**config.mk**
```make
export PLATFORM = sky130hd
export DESIGN_NAME = decod2to4_seq
export DESIGN_NICKNAME = d
export VERILOG_FILES = /design/src/rtl/decod2to4_seq.sv
export SDC_FILE = /design/constraint.sdc
export NUM_CORES = 1
export LEC_CHECK = 0
export ABC_AREA = 0
export CORE_MARGIN = 4
export CORE_UTILIZATION = 43
export DETAILED_ROUTE_END_ITERATION = 8
export GPL_TIMING_DRIVEN = 0
export PLACE_DENSITY = 0.84
export SLEW_MARGIN = 20
export SYNTH_ARGS = -nofsm -noshare
export SYNTH_HDL_FRONTEND = slang
export SYNTH_SLANG_ARGS = --single-unit
```
**constraint.sdc**
```tcl
create_clock -name clk -period 1.5 [get_ports clk]
set_clock_uncertainty 0.1 [all_clocks]
set_input_delay 0.225 -clock clk [delete_from_list [all_inputs] [get_ports clk]]
set_output_delay 0.225 -clock clk [all_outputs]
set_load 0.02 [all_outputs]
```
**src/rtl/decod2to4_seq.sv**
```systemverilog
// 2-to-4 one-hot decoder behind a 2-entry FIFO, with a saturating output-transfer counter.
// Latency: a code accepted into an empty FIFO is on D3..D0 the following cycle.
// Backpressure: in_ready drops only when both entries are full; out_ready is never passed through.
module decod2to4_seq #(
  parameter int CNT_W = 8
) (
  input  logic             clk,
  input  logic             rst,
  input  logic             Y1,
  input  logic             Y0,
  input  logic             in_valid,
  output logic             in_ready,
  output logic             D0,
  output logic             D1,
  output logic             D2,
  output logic             D3,
  output logic             out_valid,
  input  logic             out_ready,
  output logic [CNT_W-1:0] dec_cnt
);

  logic [1:0]       code_mem [2];
  logic             wr_ptr;
  logic             rd_ptr;
  logic [1:0]       occ;
  logic             in_fire;
  logic             out_fire;
  logic [1:0]       head_code;
  logic [3:0]       dec_dat;
  logic [CNT_W-1:0] cnt_max;

  assign in_ready  = (occ != 2'd2);
  assign out_valid = (occ != 2'd0);
  assign in_fire   = in_valid && in_ready;
  assign out_fire  = out_valid && out_ready;
  assign head_code = code_mem[rd_ptr];
  assign cnt_max   = '1;

  // Storage needs no reset: pointers and occupancy alone decide what is visible.
  always_ff @(posedge clk) begin
    if (in_fire) begin
      code_mem[wr_ptr] <= {Y1, Y0};
    end
  end

  always_ff @(posedge clk) begin
    if (rst) begin
      wr_ptr  <= 1'b0;
      rd_ptr  <= 1'b0;
      occ     <= 2'd0;
      dec_cnt <= '0;
    end else begin
      if (in_fire) begin
        wr_ptr <= ~wr_ptr;
      end
      if (out_fire) begin
        rd_ptr <= ~rd_ptr;
        if (dec_cnt != cnt_max) begin
          dec_cnt <= dec_cnt + 1'b1;
        end
      end
      case ({in_fire, out_fire})
        2'b10:   occ <= occ + 2'd1;
        2'b01:   occ <= occ - 2'd1;
        default: occ <= occ;
      endcase
    end
  end

  always_comb begin
    dec_dat = 4'b0000;
    if (out_valid) begin
      case (head_code)
        2'b00:   dec_dat = 4'b0001;
        2'b01:   dec_dat = 4'b0010;
        2'b10:   dec_dat = 4'b0100;
        default: dec_dat = 4'b1000;
      endcase
    end
  end

  assign {D3, D2, D1, D0} = dec_dat;

endmodule

```
==> run summary <==
WP data required - 1170 ps
top cell type by total area after synthesis - dfxtp_1
placer congestion estimate - 0.835
Final Hold Violating Endpoints - 0
worst-skew pair later-pin latency - 300 ps
Area Overhead vs Synth - 43.9%
outcome - finished, violations left
distinct cell type count after synthesis - 37
Clock transition at path regs - 90 ps
DR pass1 iterations - 4
Vias - 867
Synth Area per Inst - 9.37 um^2
CTS Sinks - 17
sequential-to-total area share from yosys stat - 43.2%
post-route ant nets - 0
power density cells - 1450 nW/um^2
Final Instance Area - 1270 um^2
xor/xnor share of the synthesized area - 2.98%
Die W - 53.3 um
f_max - 600 MHz
diode count - 0
max-slew violations - 0
CP endpoint kind - primary output
root buffer cell - clkbuf_4
initial antenna violation count - 0
global-route wire length before repair - 3460 um
HPWL Detailed - 1490 um
Area after DPL - 1150 um^2
grt total ovfl - 0
Post-synth EDFFs - 4
post-synthesis mux area share - 2.41%
CTS tree - done
Commonest cells post-synth - 13 x dfxtp_1, 11 x nor2_1, 8 x a21oi_1
Crit path arrival time - 1340 ps
DR WL/cell - 14.4 um
top-count cell post-synth - dfxtp_1
core box area - 1960 um^2
Pleak - 0.514 nW
Worst-Margin Slew - 446 ps
post-synth top area share - 29.5%
layout cell share with drive strength beyond 1 - 35.4%
synthesized flop and latch total - 17
Min-Delay Path Class - input pin to flip-flop
H-tree Lvls - 1
failing checks - setup timing
mapped cell area - 881 um^2
worst setup slack after layout - -167 ps
Compound-Gate Fraction of Synth Area - 17.6%
top area cells in the synthesized netlist - dfxtp_1 30%, edfxtp_1 14%, nor2_1 4.7%
post-synthesis simple-gate area fraction - 25.4%
Period minus WS final - 1670 ps
drt drc - 0
initial detailed-routing violation count - 17
I/O pins - 20
max_slew headroom - 70.3%
final setup vio count - 5
RSZ-0062 raised after global routing - true
CP Class - flip-flop to primary output
All-Layer GR Usage - 17.0%
vias in the first global route - 785
Starting Density - 44.9%
CP startpoint kind - flip-flop
Final Cycle Share - 111%
Tot Pwr - 1.84 mW
TritonCTS Buffers - 3
final WL - 2230 um
largest family of logic cells by synthesized area - simple AND/OR/NAND/NOR gates
Die H - 53.3 um
PortBufs - 19
Via density - 5.63
nets - 136
Rows - 16
predominant post-synthesis flop cell - dfxtp_1
CTS Buffer Depth - 2
fillers - 171
CP Max Fanout - 3
die area - 2840 um^2
Synth async-reset ratio - 0%
Fin Hold WS - 414 ps
VDD IR max - 0.840 mV
Post-Syn Instances - 94
yosys warns - 0
Mapped Nets - 102
largest net degree at the start of global routing - 11
Synth Area in Adders - 2.84%
maxcap violations - 0
-- through the flow --
stage | TNS [ps] | std cells | setup slack (ps) | util (%)
floorplan | -65.4 | 94 | -65.4 | -
global placement | -1830 | 140 | -355 | 58.6
detailed placement | -2230 | 140 | -379 | 58.6
CTS | -343 | 147 | -154 | 61.9
global route | -846 | 154 | -216 | 64.6
finish | -496 | 154 | -167 | 64.6
-- per-layer routing --
| metal | vias to the layer above | track usage [%] | wire, um |
|---|---|---|---|
| met5 | - | 0 | 0 |
| met4 | 0 | 9.79 | 51 |
| li1 | 413 | - | - |
| met3 | 8 | 4.51 | 144 |
| met2 | 31 | 27.6 | 1130 |
| met1 | 415 | 19.8 | 904 |
-- power by group --
| part | total (mW) | switching, mW | internal [mW] |
|---|---|---|---|
| Sequential | 0.701 | 0.122 | 0.579 |
| Clock | 0.254 | 0.150 | 0.104 |
| Combinational | 0.886 | 0.437 | 0.449 |
| Total | 1.84 | 0.709 | 1.13 |
-- final cells by class --
cell class                 instances  area, um^2  share of cell area (%)
multi-input combinational         68         524                    41.4
sequential                        17         397                    31.3
timing repair buffer              31         250                    19.7
tap                               27        33.8                    2.67
clock buffer                       4        26.3                    2.07
inverter                           5        21.3                    1.68
buffer                             2        15.0                    1.18
-- cells by family (layout without fill, tap and decap cells) --
logic type               count (synthesis)  in the layout
multiplexers                             2              2
adder cells (fa/ha/maj)                  2              2
AO/OA/AOI/OAI                           20             20
XOR/XNOR                                 3              3
flip-flops                              17             17
buffers and inverters                    9             42
AND/OR/NAND/NOR                         41             41
-- flip-flops by register name (all words and copies together) (netlist names), named ones only --
signal    count
dec_cnt       8
code_mem      4
wr_ptr        1
rd_ptr        1
occ           2
-- final timing paths --
check	startpoint	endpoint	slack, ps	cells past startpoint
max	code_mem[0][1]$_DFFE_PP_	D1	-170	3
min	Y0	code_mem[0][0]$_DFFE_PP_	410	1
max reg2reg	occ[0]$_SDFFE_PP0P_	occ[1]$_SDFFE_PP0P_	-60	6
min reg2reg	rd_ptr$_SDFFE_PP0P_	rd_ptr$_SDFFE_PP0P_	430	2
-- critical path: stages (launching register included) --
cell and delay (ps):
edfxtp_1 420, o32a_1 360, nor2_1 120, buf_4 150
-- placed cells by master (no fill, tap or decap), drive strengths merged, types with 2 or more instances in the layout --
cell / count
inv: 5
and3: 4
nand3b: 3
nor2: 11
xnor2: 2
nand2: 4
nand2b: 3
and4: 3
nand3: 3
a21oi: 8
a41oi: 2
buf: 19
clkdlybuf4s50: 5
dlygate4sd2: 8
o21ai: 2
nor3: 5
a211oi: 2
dfxtp: 13
edfxtp: 4
ha: 2
nor4: 2
clkbuf: 5
-- repair_timing --
action                                  in CTS  in global routing
endpoints found under the setup margin      16                  9
pin swaps                                    7                  5
resized for setup                           43                  5
setup buffers                                5                  7
endpoints found under the hold margin        0                  0
hold buffers                                 0                  0
No activity file was read; power rests on OpenSTA's default activity.
